--- src/rtl/shift_reg_piso_pkg.sv ---
// Shared constants and helpers for the PISO shift register.
// Default word width and counter-width helper.
package shift_reg_piso_pkg;

   localparam int unsigned PISO_SIZE = 8;

   // Counter width for a frame of n bits, at least one bit.
   function automatic int unsigned piso_cw(input int unsigned n);
      return (n < 2) ? 1 : $clog2(n);
   endfunction

endpackage

--- src/rtl/shift_reg_piso_frame_counter.sv ---
// Frame down-counter for the PISO shift register.
// Pulses load when the count is 0, then reloads to size-1.
module piso_frame_counter
   import shift_reg_piso_pkg::*;
#(
   parameter int unsigned size = PISO_SIZE
)
(
   input  logic clk,
   input  logic reset,
   output logic load
);

   localparam int unsigned CW = piso_cw(size);
   localparam logic [CW-1:0] LAST = CW'(size - 1);

   logic [CW-1:0] cnt;

   // Count down through the frame, wrapping only via the load path.
   always_ff @(posedge clk or posedge reset) begin
      if (reset)
         cnt <= '0;
      else if (load)
         cnt <= LAST;
      else
         cnt <= cnt - CW'(1);
   end

   // A zero count marks the last bit of a frame or the idle state after reset.
   always_comb begin
      load = (cnt == '0);
   end

endmodule

--- src/rtl/shift_reg_piso.sv ---
// Parallel-in / serial-out shift register with automatic framing.
// Emits each captured word MSB first and recaptures with no idle gap.
module shift_reg_piso
   import shift_reg_piso_pkg::*;
#(
   parameter int unsigned size = PISO_SIZE
)
(
   input  logic            clk,
   input  logic            reset,
   input  logic [size-1:0] datain,
   output logic            dataout
);

   logic [size-1:0] sr;
   logic            load;

   piso_frame_counter #(
      .size (size)
   ) u_cnt (
      .clk   (clk),
      .reset (reset),
      .load  (load)
   );

   // Capture a new word on load cycles, otherwise shift toward the MSB.
   always_ff @(posedge clk or posedge reset) begin
      if (reset)
         sr <= '0;
      else if (load)
         sr <= datain;
      else
         sr <= {sr[size-2:0], 1'b0};
   end

   // Serial output is the register MSB with no extra flop.
   always_comb begin
      dataout = sr[size-1];
   end

endmodule

--- config.mk ---
export PLATFORM = sky130hd
export DESIGN_NAME = shift_reg_piso
export DESIGN_NICKNAME = d
export VERILOG_FILES = /design/src/rtl/shift_reg_piso_pkg.sv /design/src/rtl/shift_reg_piso_frame_counter.sv /design/src/rtl/shift_reg_piso.sv
export SDC_FILE = /design/constraint.sdc
export NUM_CORES = 1
export LEC_CHECK = 0
export CAP_MARGIN = 20
export CORE_AREA = 2 2 39 41
export CTS_CLUSTER_DIAMETER = 40
export DETAILED_ROUTE_END_ITERATION = 12
export DIE_AREA = 0 0 41 43
export SLEW_MARGIN = 40
export SYNTH_ARGS = -nofsm -noshare
export SYNTH_HDL_FRONTEND = slang
export SYNTH_HIERARCHICAL = 1
export SYNTH_SLANG_ARGS = --single-unit
export TNS_END_PERCENT = 100
--- constraint.sdc ---
create_clock -name clk -period 1.3 [get_ports clk]
set_input_delay 0.195 -clock clk [delete_from_list [all_inputs] [get_ports clk]]
set_output_delay 0.195 -clock clk [all_outputs]
set_load 0.005 [all_outputs]
==> flow_metrics.py <==
metrics = {
    "run_status": {
        "status": "finished clean",
    },
    "yosys": {
        "synth_cell_type_count": 7,
        "synth_compound_area_frac": 0,
        "synth_fp_nets": 42,
        "synth_mux_area_frac": 0.2289,
        "synthSimpleGateAreaFrac": 0.04360,
        "synth_top_family_by_area": "multiplexers",
        "synth_xor_area_frac": 0,
        "yosysWarnings": 6,
        "synth_area_per_cell_um2": 15.31,
        "synth-seq-cells": 11,
        "yosysSeqAreaShare": 0.5995,
        "synthAdderAreaFrac": 0.05450,
        "synth_area_um2": 459.2,
        "syn_inst": 30,
    },
    "timing": {
        "hold_violations": 0,
        "slew_violations": 0,
        "final.min_clock_period_ns": 1.273,
        "rsz0062_at_grt": "true",
        "skew_ns": 0.004684,
        "fin_hold_ws_ns": 0.1306,
        "finalCritPeriodShare": 0.9794,
        "clock.fmax_ghz": 0.7854,
        "maxSlewHeadroom": 0.7951,
        "setup_viol": 0,
        "worst_pin_slew_ns": 0.3070,
    },
    "global_route": {
        "grt_util_met3": 0.08377,
        "grt_pass1_wl_um": 1228,
        "grt_pass1_vias": 284,
        "grt.overflow.total": 0,
        "grt_use_met2": 0.1719,
        "grtUsageMet1": 0.1141,
        "grt_max_degree": 10,
        "antenna_found_initial": 0,
        "grt_util_all_layers": 0.1099,
        "top_usage_layer": "met2",
    },
    "worst_setup_path": {
        "critical_path_peak_fanout": 4,
        "cp_data_arrival_time_ns": 1.42,
        "required_ns": 1.45,
        "path_common_cell": "ha_4",
        "slowest_stage": "dfrtp_1",
        "worstSetupStartpointType": "register",
        "crit_type": "reg -> reg",
        "rr_startpoint": "u_cnt/cnt[0]$_DFF_PP0_",
        "cpPeakStageDelay_ns": 0.37,
        "critPathLaunch": "u_cnt/cnt[0]$_DFF_PP0_",
        "crit_path_end_kind": "register",
        "path_cells": "inv_2 > ha_4 > ha_4 > buf_6 > mux2_4",
    },
    "final_layout": {
        "fin_nets": 60,
        "layoutNonFillerInstCount": 63,
        "layout_commonest_cell": "dfrtp_1",
        "drive_above_1_share": 0.4043,
        "most-common-layout-cells": "11 x dfrtp_1, 9 x clkdlybuf4s50_1, 7 x mux2_4",
        "antenna_cells": 0,
        "area_growth_pct": 45.50,
        "utilization": 0.4828,
        "fin_area_um2": 668.1,
    },
    "pwr": {
        "clock_power_share": 0.354,
        "p_per_area_nw_per_um2": 956.4,
        "leakage_nw": 0.3193,
        "netSwitchingFraction": 0.1969,
        "p_comb_frac": 0.085,
        "switching_power_w": 0.0001258,
        "report.power.total_w": 0.0006390,
        "max-vdd-ir-drop_mv": 0.4081,
        "pwr-share-seq": 0.561,
        "internal_power_w": 0.0005132,
    },
    "die": {
        "die_h_um": 43,
        "core_area_um2": 1384,
        "start_util": 0.3318,
        "die-area_um2": 1763,
        "io_pins": 11,
        "die_x_um": 41,
        "std_cell_rows": 14,
    },
    "placed_design": {
        "gp_congestion": 0.6652,
        "io_buffers": 10,
        "placed_cells": 56,
        "hpwl_um": 547.7,
        "placedInstanceArea_um2": 575.6,
    },
    "clock_network": {
        "cts_num_sinks": 11,
        "cts_tree": "built",
        "cts_hold_buf": 0,
        "cts_buffer_depth": 2,
        "cts.clk_slew.worst_paths_ns": 0.06,
        "htree_levels": 1,
        "clk_latency_ns": 0.27,
        "cts_root_buffer": "clkbuf_4",
        "numCtsBuffers": 3,
    },
    "route": {
        "drtIter0Drc": 5,
        "drc": 0,
        "routed_wl_um": 814,
        "ant_nets": 0,
        "routedWlPerCell_um": 12.92,
        "num_vias": 264,
        "drt_first_pass_iters": 2,
        "viasPerCell": 4.190,
    },
    "run": {
        "drv_cap": 0,
    },
    "worst_hold_path": {
        "min_path_type": "in -> async",
    },
}
## layout make-up
type                       count  area [um2]
multi-input combinational     12       175.2
clock buffer                   4       26.28
fill                         128       715.7
sequential                    11       275.3
timing repair buffer          14       148.9
tap                           16       20.02
inverter                       6       22.52
## synthesized netlist by cell type
library cell / number / share of area
dfrtp_1: 11 / 0.60
mux2_4: 7 / 0.23
inv_1: 6 / 0.049
ha_1: 2 / 0.054
nand2b_1: 2 / 0.027
and2_2: 1 / 0.016
buf_6: 1 / 0.025
## power by group through the flow
stage / clock [W] / combinational [W] / sequential (W)
5_1_grt: 0.000259 / 0.0000587 / 0.000359
3_5_place_dp: 0 / 0.0000553 / 0.000365
3_3_place_gp: 0 / 0.0000543 / 0.000365
2_1_floorplan: 0 / 0.0000214 / 0.000364
6_report: 0.000226 / 0.0000543 / 0.000358
4_1_cts: 0.000241 / 0.0000561 / 0.000358
## stage by stage
step                      setup slack [ns]  TNS [ns]
after global placement             -0.1381    -1.023
after CTS                         0.006044         0
after floorplan                    0.01400         0
after global routing              -0.01895  -0.09737
final                              0.02676         0
after detailed placement           -0.2008    -1.582
## worst max-delay path: cells and delay by family, from the launching register on
kind       cells  cell delay, ns
fa+ha+maj      2            0.31
mux            1            0.29
flops          1            0.37
buf+inv        2            0.19
## path summary, 6_finish.rpt
| path | slack (ns) | to | depth (start not counted) |
|---|---|---|---|
| max | 0.03 | sr[1]$_DFF_PP0_ | 5 |
| max reg2reg | 0.03 | sr[1]$_DFF_PP0_ | 5 |
| min | 0.13 | u_cnt/cnt[1]$_DFF_PP0_ | 2 |
| min reg2reg | 0.49 | sr[3]$_DFF_PP0_ | 1 |
| max in group asynchronous | 0.86 | sr[0]$_DFF_PP0_ | 2 |
| min in group clk | 0.49 | sr[3]$_DFF_PP0_ | 1 |
## repair_timing
action / 4_1_cts / 5_1_grt
endpoints found under the setup margin: 10 / 8
buffers inserted: 0 / 3
gates resized for setup: 3 / 7
pin swaps: 1 / 0
## kinds of logic after synthesis
logic type	after synthesis
adders and majority gates	2
buffers and inverters	7
DFF	11
muxes	7
and+or+nand+nor	3
## sequential cells by signal, indices dropped and copies added, names as in the netlist
register,cells
sr,8
u_cnt/cnt,3
## per-layer routing
layer,wire length (um),share of wire
met2,471,0.58
met3,59,0.072
met1,283,0.35
met4,0,0
met5,0,0
No activity file was read; power rests on OpenSTA's default activity.
==> RTL edit 1 (config.mk and constraints unchanged) <==
`PISO_SIZE`: 8 -> 4.
--- a/src/rtl/shift_reg_piso_pkg.sv
+++ b/src/rtl/shift_reg_piso_pkg.sv
@@ -2,7 +2,7 @@
 // Default word width and counter-width helper.
 package shift_reg_piso_pkg;
 
-   localparam int unsigned PISO_SIZE = 8;
+   localparam int unsigned PISO_SIZE = 4;
 
    // Counter width for a frame of n bits, at least one bit.
    function automatic int unsigned piso_cw(input int unsigned n);
Interface: changed (resized datain); port bits go from 11 to 7. No check against the original RTL was run, so the function may have changed too.
==> RTL edit 1 against the original RTL <==
  * Wire length decreased by 48%
  * Synthesized cell count decreased by 43%
  * First-iteration DRC count decreased by 100%
  * Power decreased by 39%
  * Final area decreased by 50%
  * Core utilization decreased by 24 points
  * Sequential power decreased by 46%
  * Non-clock buffer count decreased by 8
  * Sequential cell count decreased by 5
  * Area after synthesis decreased by 50%
  * Hold slack improved by 0.027 ns
  * Worst setup slack improved by 0.027 ns
  * Highest routed layer unchanged
  * Global-route usage decreased by 4.6 points
==> RTL edit 1: results (changes against the original RTL) <==
[outcome]
status=finished, final reports clean

[worst_setup_path]
crit_end=dataout
max_stage_delay_ns=0.49  ; +0.12 ns
r2r_slack_ns=0.14  ; +0.11 ns
worstPathMaxFanout=1  ; -3
cp_top_family=buffers and inverters
reg2reg_depth=3  ; -2
crit_path_start=sr[3]$_DFF_PP0_
rr_endpoint=sr[3]$_DFF_PP0_
slowest_stage=clkdlybuf4s50_1

[clocking]
clk_latency_ns=0.24  ; -0.03 ns
cts.clk_slew.worst_paths_ns=0.04  ; -0.02 ns
cts_resized=0  ; -3

[synth]
ys_types=6  ; -1
yosysSeqAreaShare=0.6557  ; +0.05628
ys_top_cells_by_count=6 x dfrtp_1, 5 x inv_1, 3 x mux2_2
synthMuxAreaShare=0.1475  ; -0.08134
synth_fa_ha_area_frac=0.05464  ; +0.0001489
ys_top_cells_by_area=dfrtp_1 66%, mux2_2 15%, inv_1 8.2%, ha_1 5.5%, and2_2 3.3%

[grt]
grt_pass1_wl_um=648  ; -47%
grt_max_degree=6  ; -4
track_usage=0.06351  ; -0.04636
grt_pass1_vias=185  ; -35%

[timing]
finClkSkew_ns=0.0005680  ; -0.004116 ns
worst_pin_slew_ns=0.2013  ; -0.1058 ns

[power]
cellLeakagePower_uw=0.0001659  ; -48%
clock_power_share=0.429  ; +0.075
irDropWorstVdd_mv=0.3047  ; -25%
p_int_uw=317.1  ; -38%

[worst_hold_path]
min_path_type=in -> async

[detailed_routing]
viasPerCell=3.405  ; -19%
wl_per_cell_um=10.17  ; -21%
drt_iter0_drc=0  ; -5
dr.pass1.iters=1  ; -1

[cells_and_area]
layout.nets=35  ; -42%
drive_gt1_frac=0.2692  ; -0.1350
fill_cells=153  ; +20%

[place]
gp_congestion=0.5358  ; -19%
hpwlAfterDp_um=344.6  ; -37%

[RTL edit 1: metal layers]
metal / GRT usage / vias to the layer above / routed length, µm
li1: - / 68 / -
met1: 0.04886 / 68 / 158
met2: 0.09375 / 7 / 219
met3: 0.03141 / 0 / 49
met4: 0.08000 / 0 / 0
met5: 0 / - / 0
[RTL edit 1: stage by stage]
stage	setup WS (ns)	total power, µW	instance area (µm²)	hold WS (ns)	std cells
2_1_floorplan	0.2330	204.9	229.0	-0.06382	17
3_3_place_gp	0.2004	223.6	309.0	0.3932	39
3_5_place_dp	0.1544	226.3	309.0	0.4044	39
4_1_cts	0.03856	398.6	331.6	0.1519	42
5_1_grt	0.01822	416.1	331.6	0.1524	42
6_report	0.05374	390.2	331.6	0.1574	42
[RTL edit 1: final cells by class]
class,instances,area [µm²],area share
sequential,6,150.1,0.4528
tap,16,20.02,0.06038
clock buffer,3,22.52,0.06792
timing repair buffer,6,60.06,0.1811
multi-input combinational,6,60.06,0.1811
inverter,5,18.77,0.05660
==> RTL edit 2 (same settings) <==
Made on the original files. Register the output `dataout`, without a reset; this adds one clock of latency there.
--- a/src/rtl/shift_reg_piso.sv
+++ b/src/rtl/shift_reg_piso.sv
@@ -11,6 +11,8 @@
    input  logic [size-1:0] datain,
    output logic            dataout
 );
+
+   logic dataout_d;
 
    logic [size-1:0] sr;
    logic            load;
@@ -35,7 +37,11 @@
 
    // Serial output is the register MSB with no extra flop.
    always_comb begin
-      dataout = sr[size-1];
+      dataout_d = sr[size-1];
+   end
+
+   always_ff @(posedge clk) begin
+      dataout <= dataout_d;
    end
 
 endmodule
Formal check against the unedited RTL: not equivalent (Yosys sat finds a counterexample within 4 cycles, from zero or initial values and one cycle with reset high).
==> RTL edit 2 against the original RTL <==
  * Worst setup slack got worse by 0.011 ns
  * Clock skew is 0.0023 ns higher
  * Area after synthesis rose by 4.4%
  * Final area rose by 0.19%
  * Core utilization increased by 0.090 points
  * Die area unchanged
  * Global-route usage decreased by 1.3 points
  * Hold slack lost 0.014 ns
  * Wire length decreased by 18%
  * Combinational power shrank 1%
  * Sequential cell count grew 1
  * Synthesized cell count up 3.3%
  * Non-clock buffer count unchanged
  * Power up 5.0%
  * Highest routed layer unchanged
==> RTL edit 2: results (changes against the original RTL) <==
[detailed_routing]
wirelength_um=664  ; -18%
wl_met2_um=319  ; -32%
dr_wl_met3_um=55  ; -6.8%
dr.pass1.iters=4  ; +2
drt_iter0_drc=3  ; -2
via_count=272  ; +3.0%
wl_met1_um=290  ; +2.5%

[cells_and_area]
fill_cells=130  ; +1.6%
multi_input_area_um2=165.2  ; -5.7%
register_area_um2=295.3  ; +7.3%
nonClkBufAreaFrac=0.2093  ; -0.01350
diodes=0  ; unchanged
nClkBuffers=4  ; unchanged
layout.nets=61  ; +1.7%
drive_gt1_frac=0.3542  ; -0.05009
clk_share=0.03925  ; -0.00007349
nMultiInputCombCells=12  ; unchanged
largest_registers=sr x8, u_cnt/cnt x3, dataout x1

[clocking]
cts_max_path_buffers=2  ; unchanged
cts_resized=3  ; unchanged
post_cts_buffers=0  ; unchanged
cts.clk_slew.worst_paths_ns=0.07
htreeDepth=1  ; unchanged
cts_sinks=12  ; +1

[timing]
hold_ws_ns=0.1165  ; -0.01414 ns
finClkSkew_ns=0.006935  ; +0.002251 ns
slew_headroom=0.7985  ; +0.003416

[synth]
synth_fa_ha_area_frac=0.05222  ; -0.002277
ys_async_sr_fraction=0.9167  ; -0.08333
synth_compound_area_frac=0  ; unchanged
ys_top_cells_by_count=11 x dfrtp_1, 7 x mux2_4, 6 x inv_1
synthMuxAreaShare=0.2193  ; -0.009562
syn_nets=43  ; +2.4%
ys_types=8  ; +1
ys_top_cells_by_area=dfrtp_1 57%, mux2_4 22%, ha_1 5.2%, inv_1 4.7%, dfxtp_1 4.2%
yosysSeqAreaShare=0.6162  ; +0.01673
ys.flop_type=dfrtp_1

[outcome]
status=finished, final reports clean

[place]
hpwlAfterDp_um=478.2  ; -13%
gp_congestion=0.6657  ; about the same

[power]
irDropWorstVdd_mv=0.3507  ; -14%
powerComb_uw=53.5  ; -1%
cellLeakagePower_uw=0.0003307  ; +3.6%
p_int_uw=544.9  ; +6.2%
clock_power_share=0.338  ; -0.016

[grt]
grt_pass1_wl_um=1110  ; -9.6%
track_usage=0.09674  ; -0.01313
grt_max_degree=11  ; +1

[worst_setup_path]
crit_end=sr[6]$_DFF_PP0_
crit_path_start=u_cnt/cnt[0]$_DFF_PP0_
worstPathMaxFanout=3  ; -1
arrival_ns=1.43

[RTL edit 2: through the flow]
step / instances / setup TNS (ns) / instance area, µm² / power [µW] / setup WS (ns)
global route: 64 / -0.2168 / 669.4 / 722.9 / -0.04241
global placement: 56 / -1.032 / 588.1 / 452.0 / -0.1513
floorplan: 31 / 0 / 479.2 / 418.2 / 0.01400
CTS: 60 / 0 / 629.4 / 686.2 / 0.0004926
finish: 64 / 0 / 669.4 / 670.9 / 0.01547
detailed placement: 56 / -1.534 / 588.1 / 452.6 / -0.2151
[RTL edit 2: worst max-delay path, stage by stage (launching register included)]
cell,delay [ns]
dfrtp_1,0.38
inv_1,0.06
ha_2,0.17
ha_4,0.14
buf_4,0.12
mux2_4,0.29
[RTL edit 2: routing by layer]
layer,global-route usage,vias to the layer above
met5,0,-
met4,0.04000,0
li1,-,130
met1,0.1246,135
met2,0.1344,7
met3,0.04712,0
